$ cat config.mk
export PLATFORM = sky130hd
export DESIGN_NAME = instr_fetch_unit
export DESIGN_NICKNAME = d
export VERILOG_FILES = /design/src/rtl/instr_fetch_unit.sv
export SDC_FILE = /design/constraint.sdc
export NUM_CORES = 1
export LEC_CHECK = 0
export ABC_AREA = 1
export CAP_MARGIN = 10
export CORE_MARGIN = 4
export CORE_UTILIZATION = 48
export CTS_CLUSTER_DIAMETER = 150
export CTS_CLUSTER_SIZE = 24
export DETAILED_ROUTE_END_ITERATION = 6
export PLACE_DENSITY = 0.88
export SETUP_SLACK_MARGIN = 0.5
export SLEW_MARGIN = 10
export SYNTH_ARGS = -nofsm -noshare
export SYNTH_HDL_FRONTEND = slang
export SYNTH_SLANG_ARGS = --single-unit
$ cat constraint.sdc
create_clock -name clk_i -period 6.8 [get_ports clk_i]
set_input_delay 0.68 -clock clk_i [delete_from_list [all_inputs] [get_ports clk_i]]
set_output_delay 0.68 -clock clk_i [all_outputs]
set_load 0.02 [all_outputs]
$ cat src/rtl/instr_fetch_unit.sv
// Instruction fetch unit: owns the PC, selects next PC (stall > jump > branch > PC+4),
// halts when fetch leaves the memory image. Optional FETCH_MISALIGN_CHECK_EN faults on misaligned redirects.
module instr_fetch_unit #(
  parameter logic [31:0] RESET_PC   = 32'h0000_0000,
  parameter int          IMEM_WORDS = 32
) (
  input  logic        clk_i,
  input  logic        rst_i,
  input  logic        stall_i,
  input  logic        branch_taken_i,
  input  logic [31:0] branch_target_i,
  input  logic        jump_i,
  input  logic [31:0] jump_target_i,
  input  logic [31:0] instr_i,
  output logic [31:0] imem_addr_o,
  output logic [31:0] pc_plus4_o,
  output logic [31:0] instr_o,
  output logic        instr_valid_o,
  output logic        halted_o,
  output logic [31:0] fetch_cnt_o,
  output logic        fault_o
);

  // 33-bit limit so PC+4 can never wrap back into range
  localparam logic [32:0] IMEM_LIMIT = 33'(IMEM_WORDS) * 33'd4;

  typedef enum logic [1:0] {HOLD = 2'd0, RUN = 2'd1, HALT = 2'd2} state_t;

  state_t      state, state_nxt;
  logic [31:0] pc_p0;
  logic [31:0] cnt_p0;
  logic        redir;
  logic [31:0] raw_tgt;
  logic [32:0] cand;
  logic        out_of_range;
  logic        bad_align;
  logic        advance;

  function automatic logic [31:0] sat_inc(input logic [31:0] c);
    return (c == 32'hFFFF_FFFF) ? c : c + 32'd1;
  endfunction

  always_comb begin
    redir   = 1'b0;
    raw_tgt = 32'h0;
    if (jump_i) begin
      redir   = 1'b1;
      raw_tgt = jump_target_i;
    end else if (branch_taken_i) begin
      redir   = 1'b1;
      raw_tgt = branch_target_i;
    end
    cand = redir ? {1'b0, raw_tgt & ~32'h3} : ({1'b0, pc_p0} + 33'd4);
    out_of_range = (cand >= IMEM_LIMIT);
  end

`ifdef FETCH_MISALIGN_CHECK_EN
  assign bad_align = redir & (raw_tgt[1:0] != 2'b00);
`else
  assign bad_align = 1'b0;
`endif

  assign advance = (state == RUN) & ~stall_i & ~out_of_range & ~bad_align;

  // State register
  always_ff @(posedge clk_i or negedge rst_i) begin
    if (!rst_i) state <= HOLD;
    else        state <= state_nxt;
  end

  // Next-state logic
  always_comb begin
    state_nxt = state;
    case (state)
      HOLD:    state_nxt = RUN;
      RUN:     if (!stall_i && (out_of_range || bad_align)) state_nxt = HALT;
      HALT:    state_nxt = HALT;
      default: state_nxt = HOLD;
    endcase
  end

  // PC and retired-fetch counter
  always_ff @(posedge clk_i or negedge rst_i) begin
    if (!rst_i) begin
      pc_p0  <= RESET_PC;
      cnt_p0 <= 32'h0;
    end else if (advance) begin
      pc_p0  <= cand[31:0];
      cnt_p0 <= sat_inc(cnt_p0);
    end
  end

`ifdef FETCH_MISALIGN_CHECK_EN
  logic fault_p0;
  always_ff @(posedge clk_i or negedge rst_i) begin
    if (!rst_i)                                          fault_p0 <= 1'b0;
    else if ((state == RUN) && !stall_i && bad_align)    fault_p0 <= 1'b1;
  end
  assign fault_o = fault_p0;
`else
  assign fault_o = 1'b0;
`endif

  // Outputs
  always_comb begin
    imem_addr_o   = pc_p0;
    pc_plus4_o    = pc_p0 + 32'd4;
    fetch_cnt_o   = cnt_p0;
    instr_o       = (state == RUN) ? instr_i : 32'h0;
    instr_valid_o = (state == RUN) & ~stall_i;
    halted_o      = (state == HALT);
  end

endmodule
== After elaboration in Yosys (flattened, before gate mapping) ==
Cells that the tools add are included.

* Word-level logic and storage cells: 28
* Output and inout bits: 131
* Bits in registers: 66
* Input bits: 101

* Equal/unequal tests: 4
* $lt $le $gt $ge: 1
* Add/subtract/negate cells: 3
* Reductions and logical operators: 4
* Bitwise gates (word level): 5
* Multiplexer cells: 8

{| class="wikitable"
|+ Operator list
! kind !! number
|-
| $mux 32 || 3
|-
| $add 32x3->33 const B || 1
|-
| $ge 33x8->1 const B || 1
|-
| $mux 33 || 1
|-
| $add 32x1->32 const B || 1
|-
| $add 32x3->32 const B || 1
|-
| $eq 32x32->1 const B || 1
|-
| $pmux 2 s3 || 1
|-
| $not 1->1 || 3
|-
| $and 1x1->1 || 2
|-
| $eq 2x1->1 const B || 1
|-
| $eq 2x2->1 const B || 1
|-
| $logic_not 2->1 || 1
|-
| $mux 1 || 2
|-
| $mux 2 || 1
|-
| $ne 2x2->1 const B || 1
|-
| $reduce_and 2->1 || 1
|-
| $logic_and 1x1->1 || 1
|-
| $logic_not 1->1 || 1
|}

== Longest topological paths before layout ==
Gate-level depths: netlist of run 1.

* Word-level depth: 7
* Gate-level depth with buffers: 17
* Gate-level depth less buffers: 17

== Least setup slack after synthesis of run 1 ==
No wires, ideal clock.

* Path type: flip-flop to output port
* Start: reg state[1]
* End: out instr_valid_o
* Path buffers: 3
* Required time: 6.120 ns
* Cell stages (with the launch flop): 8
* Data arrival time: 1.757 ns
* Slack: 4.363 ns
* Cell sequence: dfrtp_1 > inv_1 > ha_1 > clkbuf_1 > inv_1 > nor2_1 > clkbuf_1 > buf_2

* Longest elaborated chain between the ends: 2

{| class="wikitable"
|+ Ends and longest elaborated chain
! element !! RTL line !! text
|-
| start: declaration || 29 || <nowiki>state_t state, state_nxt;</nowiki>
|-
| start signal: assignment || 68 || <nowiki>else state <= state_nxt;</nowiki>
|-
| $eq 2x1->1 || 110 || <nowiki>instr_valid_o = (state == RUN) & ~stall_i;</nowiki>
|-
| $and 1x1->1 || 110 ||
|-
| end: declaration || 18 || <nowiki>output logic instr_valid_o,</nowiki>
|}

Every way passes these cells.

== Worst setup path after layout of run 1 ==
* Start: in jump_i
* End: reg pc_p0[0], in the netlist imem_addr_o[0]

* Longest elaborated chain between the ends: 5
* Elaborated cells on any way between the ends: 6
* Those cells by class: order compare: 1; mux: 3; bitwise: 2

{| class="wikitable"
|+ Ends and longest elaborated chain
! element !! RTL line !! text
|-
| start: declaration || 12 || <nowiki>input logic jump_i,</nowiki>
|-
| $mux 1 or $mux 32 (tied branches) || 46 || <nowiki>if (jump_i) begin</nowiki>
|-
| $mux 33 (*) || 53 || <nowiki>cand = redir ? {1'b0, raw_tgt & ~32'h3} : ({1'b0, pc_p0} + 33'd4);</nowiki>
|-
| $ge 33x8->1 || 54 || <nowiki>out_of_range = (cand >= IMEM_LIMIT);</nowiki>
|-
| $not 1->1 || 63 || <nowiki>assign advance = (state == RUN) & ~stall_i & ~out_of_range & ~bad_align;</nowiki>
|-
| $and 1x1->1 || 63 ||
|-
| end signal: assignment || 88 || <nowiki>pc_p0 <= cand[31:0];</nowiki>
|-
| end: declaration || 30 || <nowiki>logic [31:0] pc_p0;</nowiki>
|}

Mark *: on every way between the ends. The rest lies on a longest branch, timed or not.
A chain may end at the register's enable or synchronous reset.

==> flow_metrics.env, run 1 <==
export IMPL_status="complete, no violations"
export IMPL_cts_tree="done"
export IMPL_ys_seq_area_share_pct=28.5
export IMPL_tightestPinTransition_ps=850
export IMPL_fin_cells=1340
export IMPL_grt_usage_pct=29.4
export IMPL_clkPwrFrac_pct=36.9
export IMPL_place_congestion=1.03
export IMPL_critical_path_top_delay_family="simple AND/OR/NAND/NOR gates"
export IMPL_skew_ps=7.95
export IMPL_routed_wl_um=20700
export IMPL_cp_slowest_cell="nor2_4"
export IMPL_rsz0062_at_grt="false"
export IMPL_cts_clk_slew_worst_paths_ps=60
export IMPL_syn_area_sq_um=5790
export IMPL_holdBufCountCts=0
export IMPL_grt_first_pass_wirelength_um=33600
export IMPL_end_kind="register"
export IMPL_die_w_um=118
export IMPL_maxSlewViolCount=0
export IMPL_seqPwrFrac_pct=31.6
export IMPL_ant_nets=0
export IMPL_crit_chain="clkdlybuf4s50_1, buf_4, nor2_2, buf_4, inv_2, nand3_1, nand2_1, nand2_1, nor2_1, nand2_1, nor2_4, nand3_4, nor2_1, nor2_1"
export IMPL_overflow=0
export IMPL_switching_share_pct=31.5
export IMPL_synth_area_top_cells="dfrtp_1 (29%), nand2_1 (26%), inv_1 (9.2%)"
export IMPL_finalHoldViolCount=0
export IMPL_crit_arrival_ps=4360
export IMPL_synth_commonest_cells="nand2_1 (399), inv_1 (142), nand3_1 (95), nor2_1 (95), dfrtp_1 (66)"
export IMPL_synth_top_cell_by_area="dfrtp_1"
export IMPL_die_area_sq_um=13900
export IMPL_grt_max_degree=67
export IMPL_critPathLaunchType="primary input"
export IMPL_peakVddDrop_mv=0.0917
export IMPL_powerDensity_nw_per_um2=152
export IMPL_die_y_um=118
export IMPL_nets=1299
export IMPL_max_cap_violations=0
export IMPL_first_pass_iters=5
export IMPL_syn_area_per_cell_sq_um=5.89
export IMPL_finalSetupViolations=0
export IMPL_slowest_delay_ps=560
export IMPL_cts_buffer_depth=2
export IMPL_dp_cells=1325
export IMPL_drt_iter0_markers=645
export IMPL_start_util_pct=49.9
export IMPL_synth_edf_count=0
export IMPL_r2r_setup_slack_ps=3450
export IMPL_cts_made_buffers=9
export IMPL_min_path_type="in2async"
export IMPL_power_switching_uw=402
export IMPL_min_period_over_period_pct=60.9
export IMPL_yosys_cell_types_count=34
export IMPL_drc_errors=0
export IMPL_synth_top_area_share_pct=28.5
export IMPL_ys_ff_latch=66
export IMPL_worstPathRequired_ps=7020
export IMPL_synthFlopType="dfrtp_1"
export IMPL_tns_ps=0
export IMPL_post_route_min_period_ps=4140
export IMPL_rows=39
export IMPL_use_met1_pct=35.5
export IMPL_cp_buffers_inverters=4
export IMPL_first_global_vias=6759
export IMPL_wl_per_cell_um=15.5
export IMPL_max_slew_margin_pct=43.3
export IMPL_drive_above_1_share_pct=5.35
export IMPL_combPwrFrac_pct=31.4
export IMPL_final_util_pct=72.2
export IMPL_htreeDepth=3
export IMPL_grt_use_met2_pct=50.7
export IMPL_whs_ps=536
export IMPL_path_class="in2reg"
export IMPL_cp_max_fo=34
export IMPL_postSynthCellCount=984
export IMPL_core_area_sq_um=11600
export IMPL_p_int_uw=875
export IMPL_io_buffers=226
export IMPL_antennaDiodeCount=0
export IMPL_io_pins=232
export IMPL_synth_most_common_cell="nand2_1"
export IMPL_avgViaCountPerCell=5.34
export IMPL_gr_max_usage_layer="met2"
export IMPL_synthArstFlopShare_pct=100
export IMPL_syn_to_final_growth_pct=44.6
export IMPL_clock_latency_ps=340
export IMPL_dp_hpwl_um=15900
export IMPL_root_buffer="clkbuf_16"
export IMPL_p_leak_uw=0.00414
export IMPL_postCtsSetupRepairBufs=0
export IMPL_cts_sinks=66
export IMPL_num_vias=7153
export IMPL_grt_use_met3_pct=6.92
export IMPL_synth_warnings=0
export IMPL_fmax_ghz=0.242
export IMPL_syn_nets=1090
export IMPL_antenna_found_initial=0
export IMPL_cts_resized=0
## power by group through the flow
stage | sequential, uW | combinational [uW] | clock (uW)
after floorplan | 410 | 210 | 0
after global placement | 411 | 395 | 0
after detailed placement | 412 | 403 | 0
after CTS | 405 | 404 | 477
after global routing | 405 | 437 | 497
final | 404 | 401 | 472
## per-layer routing
metal | wire, um | up-vias
met1 | 7970 | 3200
met4 | 674 | 0
met2 | 10100 | 389
met5 | 0 | -
li1 | - | 3497
met3 | 2020 | 67
## final timing paths
path                                                  from                           to  cells past startpoint
min in group clk_i                    state[0]$_DFFE_PN0P_         state[0]$_DFFE_PN0P_                      2
worst min-delay path                                 rst_i  imem_addr_o[10]$_DFFE_PN0P_                      2
max in group asynchronous                            rst_i         state[0]$_DFFE_PN0P_                      2
worst max register to register  imem_addr_o[2]$_DFFE_PN0P_   imem_addr_o[0]$_DFFE_PN0P_                     14
worst max-delay path                                jump_i   imem_addr_o[0]$_DFFE_PN0P_                     14
worst min register to register        state[0]$_DFFE_PN0P_         state[0]$_DFFE_PN0P_                      2
## per-stage QoR
step                worst slack (ps)  total power, uW  instance area (sq um)
detailed placement              2390              814                   8080
global route                    2300             1340                   8380
finish                          2660             1280                   8380
floorplan                       4360              620                   5790
global placement                2440              806                   8080
CTS                             2710             1290                   8380
## logic make-up after synthesis
family,after synthesis,synth area share (%)
simple gates,704,54.0
buf+inv,182,13.1
flops,66,28.5
compound gates,19,2.16
xor+xnor,7,1.06
fa+ha+maj,5,1.08
other cells,1,0.0647
## layout make-up
| cell class | count | area (sq um) |
|---|---|---|
| clock buffer | 11 | 253 |
| timing repair buffer | 231 | 2290 |
| sequential | 66 | 1650 |
| inverter | 149 | 559 |
| fill | 982 | 3230 |
| clock inverter | 4 | 51.3 |
| multi-input combinational | 736 | 3390 |
| tap | 143 | 179 |
## cell usage in the layout, fill, tap and decap left out, types with 3 or more instances in the layout
| master | instances |
|---|---|
| nand2_1 | 399 |
| ha_1 | 5 |
| clkdlybuf4s50_1 | 225 |
| nand3b_1 | 7 |
| nor2_4 | 6 |
| nor2_1 | 94 |
| clkbuf_16 | 9 |
| o21ai_2 | 3 |
| o21ai_1 | 8 |
| nand4_1 | 64 |
| nand2_2 | 12 |
| a21boi_0 | 4 |
| nor3_1 | 8 |
| dfrtp_1 | 66 |
| inv_2 | 7 |
| nor2_2 | 8 |
| xor2_1 | 5 |
| buf_4 | 5 |
| nand3_1 | 95 |
| inv_1 | 142 |
## state kept, by name, summed over array words and instances (netlist names)
| register | count |
|---|---|
| fetch_cnt_o | 32 |
| imem_addr_o | 32 |
| state | 2 |
## worst register-to-register path: stages (launching register included)
cell and delay (ps):
dfrtp_1 490, ha_1 350, nand3_2 180, inv_2 180
nand3_1 130, nand2_1 100, nand3_1 80, nand2_1 60
nand2_1 90, nor2_1 120, nand2_1 90, nor2_4 560
nand3_4 470, nor2_1 270, nor2_1 70
No activity file was read; power rests on OpenSTA's default activity.
==> run 2, diff against run 1 <==
--- a/config.mk
+++ b/config.mk
@@ -8,11 +8,11 @@
 export ABC_AREA = 1
 export CAP_MARGIN = 10
 export CORE_MARGIN = 4
-export CORE_UTILIZATION = 48
+export CORE_UTILIZATION = 45
 export CTS_CLUSTER_DIAMETER = 150
 export CTS_CLUSTER_SIZE = 24
 export DETAILED_ROUTE_END_ITERATION = 6
-export PLACE_DENSITY = 0.88
+export PLACE_DENSITY = 0.83
 export SETUP_SLACK_MARGIN = 0.5
 export SLEW_MARGIN = 10
 export SYNTH_ARGS = -nofsm -noshare
==> constraint.sdc (replaced) <==
create_clock -name clk_i -period 4.3 [get_ports clk_i]
set_input_delay 0.43 -clock clk_i [delete_from_list [all_inputs] [get_ports clk_i]]
set_output_delay 0.43 -clock clk_i [all_outputs]
set_load 0.02 [all_outputs]
==> run 2 against run 1 <==
- worst setup slack got worse by 1700 ps
- first-iteration DRC count fell by 9.3%
- cell count rose by 2.4%
- clock skew barely moved
- global-route usage fell by 1.4 points
- worst hold slack got worse by 250 ps
- total power rose by 58%
- design area rose by 0.52%
==> flow_metrics.env, run 2 (same netlist as run 1, synthesis figures left out) <==
export IMPL_status="complete, no violations"
export IMPL_final_common_cell="nand2_1"
export IMPL_antennaDiodeCount=0
export IMPL_holdBufCountCts=0
export IMPL_rsz0062_at_grt="false"
export IMPL_die_w_um=121
export IMPL_fin_cells=1372
export IMPL_start_util_pct=45.9
export IMPL_skew_ps=7.53
export IMPL_cts_tree="done"
export IMPL_end_kind="register"
export IMPL_combPwrFrac_pct=31.5
export IMPL_peakVddDrop_mv=0.209
export IMPL_first_pass_iters=5
export IMPL_worstPathRequired_ps=4510
export IMPL_clock_latency_ps=340
export IMPL_ant_nets=0
export IMPL_avgViaCountPerCell=5.20
export IMPL_fmax_ghz=0.303
export IMPL_cts_resized=0
export IMPL_finalSetupViolations=0
export IMPL_die_y_um=121
export IMPL_wl_per_cell_um=15.5
export IMPL_p_int_uw=1370
export IMPL_syn_to_final_growth_pct=45.4
export IMPL_dp_hpwl_um=16400
export IMPL_nets=1301
export IMPL_cts_made_buffers=9
export IMPL_p_leak_uw=0.00416
export IMPL_drive_above_1_share_pct=5.50
export IMPL_htreeDepth=3
export IMPL_maxSlewViolCount=0
export IMPL_multi_input_area_sq_um=3390
export IMPL_num_vias=7141
export IMPL_grt_first_pass_wirelength_um=33100
export IMPL_design_area_sq_um=8420
export IMPL_max_cap_violations=0
export IMPL_min_path_type="in2async"
export IMPL_grt_max_degree=45
export IMPL_io_buffers=226
export IMPL_crit_arrival_ps=3510
export IMPL_antenna_found_initial=0
export IMPL_finalHoldViolCount=0
export IMPL_min_period_over_period_pct=76.7
export IMPL_drt_iter0_markers=585
export IMPL_cts_clk_slew_worst_paths_ps=60
export IMPL_core_area_sq_um=12600
export IMPL_switching_share_pct=32.3
export IMPL_post_route_min_period_ps=3300
export IMPL_whs_ps=283
export IMPL_layout_common_cells="nand2_1 (399), clkdlybuf4s50_1 (225), inv_1 (142), nand3_1 (95), nor2_1 (94)"
export IMPL_seqPwrFrac_pct=31.5
export IMPL_drc_errors=0
export IMPL_max_slew_margin_pct=31.2
export IMPL_path_class="reg2reg"
export IMPL_dp_cells=1356
export IMPL_tns_ps=0
export IMPL_fillCellCount=1129
export IMPL_power_switching_uw=654
export IMPL_routed_wl_um=21300
export IMPL_powerDensity_nw_per_um2=240
export IMPL_critPathLaunchType="register"
export IMPL_tightestPinTransition_ps=1030
export IMPL_first_global_vias=6720
export IMPL_rows=41
export IMPL_io_pins=232
export IMPL_postCtsSetupRepairBufs=0
export IMPL_place_congestion=0.997
export IMPL_grt_usage_pct=28.0
export IMPL_cts_buffer_depth=2
export IMPL_root_buffer="clkbuf_16"
export IMPL_cp_max_fo=34
export IMPL_cts_sinks=66
export IMPL_clkPwrFrac_pct=37.0
export IMPL_die_area_sq_um=14800
export IMPL_placed_cell_area_sq_um=8130
export IMPL_seq_area_sq_um=1650
export IMPL_overflow=0
run 2: changes by cell type in the layout (fill, tap and decap cells not counted):
cell	change
clkinv_2	+2
clkinvlp_4	-1
clkbuf_8	-1
clkbuf_1	+1
buf_4	+2
run 2: path summary, 6_finish.rpt:
path / start / to / slack (ps) / cells past startpoint
max: imem_addr_o[2]$_DFFE_PN0P_ / imem_addr_o[0]$_DFFE_PN0P_ / 1000 / 14
min: rst_i / imem_addr_o[21]$_DFFE_PN0P_ / 280 / 1
max reg2reg: imem_addr_o[2]$_DFFE_PN0P_ / imem_addr_o[0]$_DFFE_PN0P_ / 1000 / 14
min reg2reg: state[1]$_DFFE_PN0P_ / state[1]$_DFFE_PN0P_ / 530 / 2
max in group asynchronous: rst_i / imem_addr_o[24]$_DFFE_PN0P_ / 3100 / 2
min in group clk_i: state[1]$_DFFE_PN0P_ / state[1]$_DFFE_PN0P_ / 530 / 2
run 2: layout make-up:
cell class              count  share of cell area (%)
multi-input cells         736                    40.3
repair buffers            233                    27.4
flip-flops and latches     66                    19.6
inverters                 149                    6.64
clock buffers              11                    2.88
well taps                 172                    2.55
clock inverters             5                   0.639
run 2: through the flow:
step | worst slack, ps | util, % | power [uW]
finish | 1000 | 66.7 | 2020
global route | 685 | 66.7 | 2120
CTS | 1040 | 66.7 | 2030
detailed placement | 711 | 64.4 | 1290
global placement | 759 | 64.4 | 1280
floorplan | 1890 | - | 981
run 2: critical path, stage by stage, from the launching register on:
cell     delay, ps
dfrtp_1        490
ha_1           360
nand3_2        200
inv_2          180
nand2_1        110
o21ai_1        170
nand3_1        120
nand2_1         80
nand2_1         90
nor2_2         130
nand2_2        100
nor2_8         370
nand3_4        430
nor2_1         270
nor2_1          70
run 2: power by group through the flow:
stage / Combinational, uW / Clock (uW) / Sequential, uW
after floorplan: 332 / 0 / 648
after global placement: 631 / 0 / 649
after detailed placement: 638 / 0 / 650
after CTS: 639 / 751 / 639
after global routing: 695 / 782 / 641
final: 638 / 748 / 638
run 2: metal layers:
metal,wire (um),global-route usage [%],vias up
met4,749,11.3,0
met1,8440,34.6,3200
met3,2070,5.73,64
met2,10000,47.5,375
met5,0,0,-
li1,-,-,3502
==> run 3, diff against run 2 <==
==> constraint.sdc (replaced) <==
create_clock -name clk_i -period 3.3 [get_ports clk_i]
set_input_delay 0.33 -clock clk_i [delete_from_list [all_inputs] [get_ports clk_i]]
set_output_delay 0.33 -clock clk_i [all_outputs]
set_load 0.02 [all_outputs]
==> run 3 against run 2 <==
- worst hold slack lost 220 ps
- critical path depth shrank 7
- cell count grew 1.0%
- sequential power up 31%
- critical endpoint is now pc_plus4_o[29]
- largest power group unchanged
- highest routed layer unchanged
==> flow_metrics.env, run 3 (same netlist as run 1, synthesis figures left out) <==
export IMPL_drt_iter0_markers=642
export IMPL_final_common_cell="nand2_1"
export IMPL_antennaDiodeCount=0
export IMPL_clock_latency_ps=340
export IMPL_routed_wl_um=21900
export IMPL_final_util_pct=68.5
export IMPL_die_area_sq_um=14800
export IMPL_cts_buffer_depth=2
export IMPL_wl_per_cell_um=15.8
export IMPL_grt_first_pass_wirelength_um=33700
export IMPL_fin_cells=1386
export IMPL_min_path_type="in2async"
export IMPL_avgViaCountPerCell=5.29
export IMPL_cp_max_fo=6
export IMPL_grt_usage_pct=28.8
export IMPL_ant_nets=0
export IMPL_rsz0062_at_grt="false"
export IMPL_root_buffer="clkbuf_16"
export IMPL_r2r_setup_slack_ps=650
export IMPL_cts_sinks=66
export IMPL_tns_ps=0
export IMPL_first_global_vias=6734
export IMPL_syn_to_final_growth_pct=49.1
export IMPL_overflow=0
export IMPL_die_w_um=121
export IMPL_drc_errors=0
export IMPL_core_area_sq_um=12600
export IMPL_first_pass_iters=6
export IMPL_antenna_found_initial=0
export IMPL_nets=1316
export IMPL_max_slew_margin_pct=46.5
export IMPL_io_buffers=226
export IMPL_fmax_ghz=0.377
export IMPL_drive_above_1_share_pct=8.40
export IMPL_cts_tree="done"
export IMPL_dp_cells=1362
export IMPL_max_cap_violations=0
export IMPL_critPathLaunchType="register"
export IMPL_maxSlewViolCount=0
export IMPL_start_util_pct=45.9
export IMPL_path_class="reg2out"
export IMPL_tightestPinTransition_ps=803
export IMPL_rows=41
export IMPL_powerDensity_nw_per_um2=301
export IMPL_timing_rr_end="fetch_cnt_o[28]$_DFFE_PN0P_"
export IMPL_worst_slack_ps=644
export IMPL_ff2ff_path_depth=16
export IMPL_end_kind="output pin"
export IMPL_grt_max_degree=35
export IMPL_r2r_start="imem_addr_o[24]$_DFFE_PN0P_"
export IMPL_peakVddDrop_mv=0.202
export IMPL_htreeDepth=3
export IMPL_p_leak_uw=0.00422
export IMPL_layout_common_cells="nand2_1 (399), clkdlybuf4s50_1 (224), inv_1 (142), nand3_1 (95), nor2_1 (89)"
export IMPL_place_congestion=0.983
export IMPL_cts_clk_slew_worst_paths_ps=60
export IMPL_die_y_um=121
export IMPL_num_vias=7336
export IMPL_finalHoldViolCount=0
export IMPL_dp_slack_ps=227
export IMPL_cts_made_buffers=9
export IMPL_post_route_min_period_ps=2660
export IMPL_holdBufCountCts=0
export IMPL_worstPathRequired_ps=2970
export IMPL_status="complete, no violations"
export IMPL_min_period_over_period_pct=80.5
export IMPL_crit_arrival_ps=2330
export IMPL_io_pins=232
export IMPL_skew_ps=6.90
export IMPL_dp_hpwl_um=16700
export IMPL_finalSetupViolations=0
==> run 3: stage by stage <==
stage	cell area [sq um]	total power (uW)	hold slack, ps
after CTS	8510	2610	94.5
after global placement	8210	1680	456
final	8640	2600	65.5
after floorplan	5790	1280	34.4
after detailed placement	8210	1690	456
after global routing	8640	2720	124
==> run 3: worst max-delay path by stage <==
stage / slack [ps] / from / end / cells past startpoint
2_1_floorplan: 890 / imem_addr_o[2]$_DFFE_PN0P_ / imem_addr_o[2]$_DFFE_PN0P_ / 15
3_3_place_gp: 250 / jump_i / imem_addr_o[1]$_DFFE_PN0P_ / 12
3_5_place_dp: 230 / jump_i / imem_addr_o[1]$_DFFE_PN0P_ / 12
4_1_cts: 530 / imem_addr_o[2]$_DFFE_PN0P_ / pc_plus4_o[18] / 8
5_1_grt: 490 / imem_addr_o[14]$_DFFE_PN0P_ / fetch_cnt_o[28]$_DFFE_PN0P_ / 16
6_report: 640 / imem_addr_o[10]$_DFFE_PN0P_ / pc_plus4_o[29] / 7
==> run 3: where the power goes <==
part           internal, uW  switching (uW)
logic                   373             480
clock network           545             373
registers               823            10.7
total                  1740             863
==> run 3: per-layer routing <==
metal	part of all wire, %	vias up	GRT usage [%]
met2	48	402	48.4
met5	0	-	0
li1	-	3546	-
met3	9.8	60	5.64
met1	39	3328	36.3
met4	3.3	0	11.3
==> run 3: layout make-up <==
type | instances | area (sq um)
Sequential cell | 66 | 1670
Tap cell | 172 | 215
Inverter | 149 | 564
Multi-Input combinational cell | 738 | 3460
Clock inverter | 4 | 27.5
Clock buffer | 11 | 253
Timing Repair Buffer | 246 | 2450
Fill cell | 1172 | 3980
==> run 3: timing repair <==
item                       4_1_cts  5_1_grt
gates resized for setup          3       28
cloned                           1        1
hold endpoints to repair         0        0
setup buffers                    0        7
pin swaps                        0        2
setup endpoints to repair       39       74
==> run 3: worst max-delay path, cell delays in order, from the launching register on <==
cell,delay (ps)
dfrtp_2,450
nand2_1,170
nor2_2,190
nand2_1,100
nor2_1,130
nand3_1,120
nand2_1,170
clkdlybuf4s50_1,640
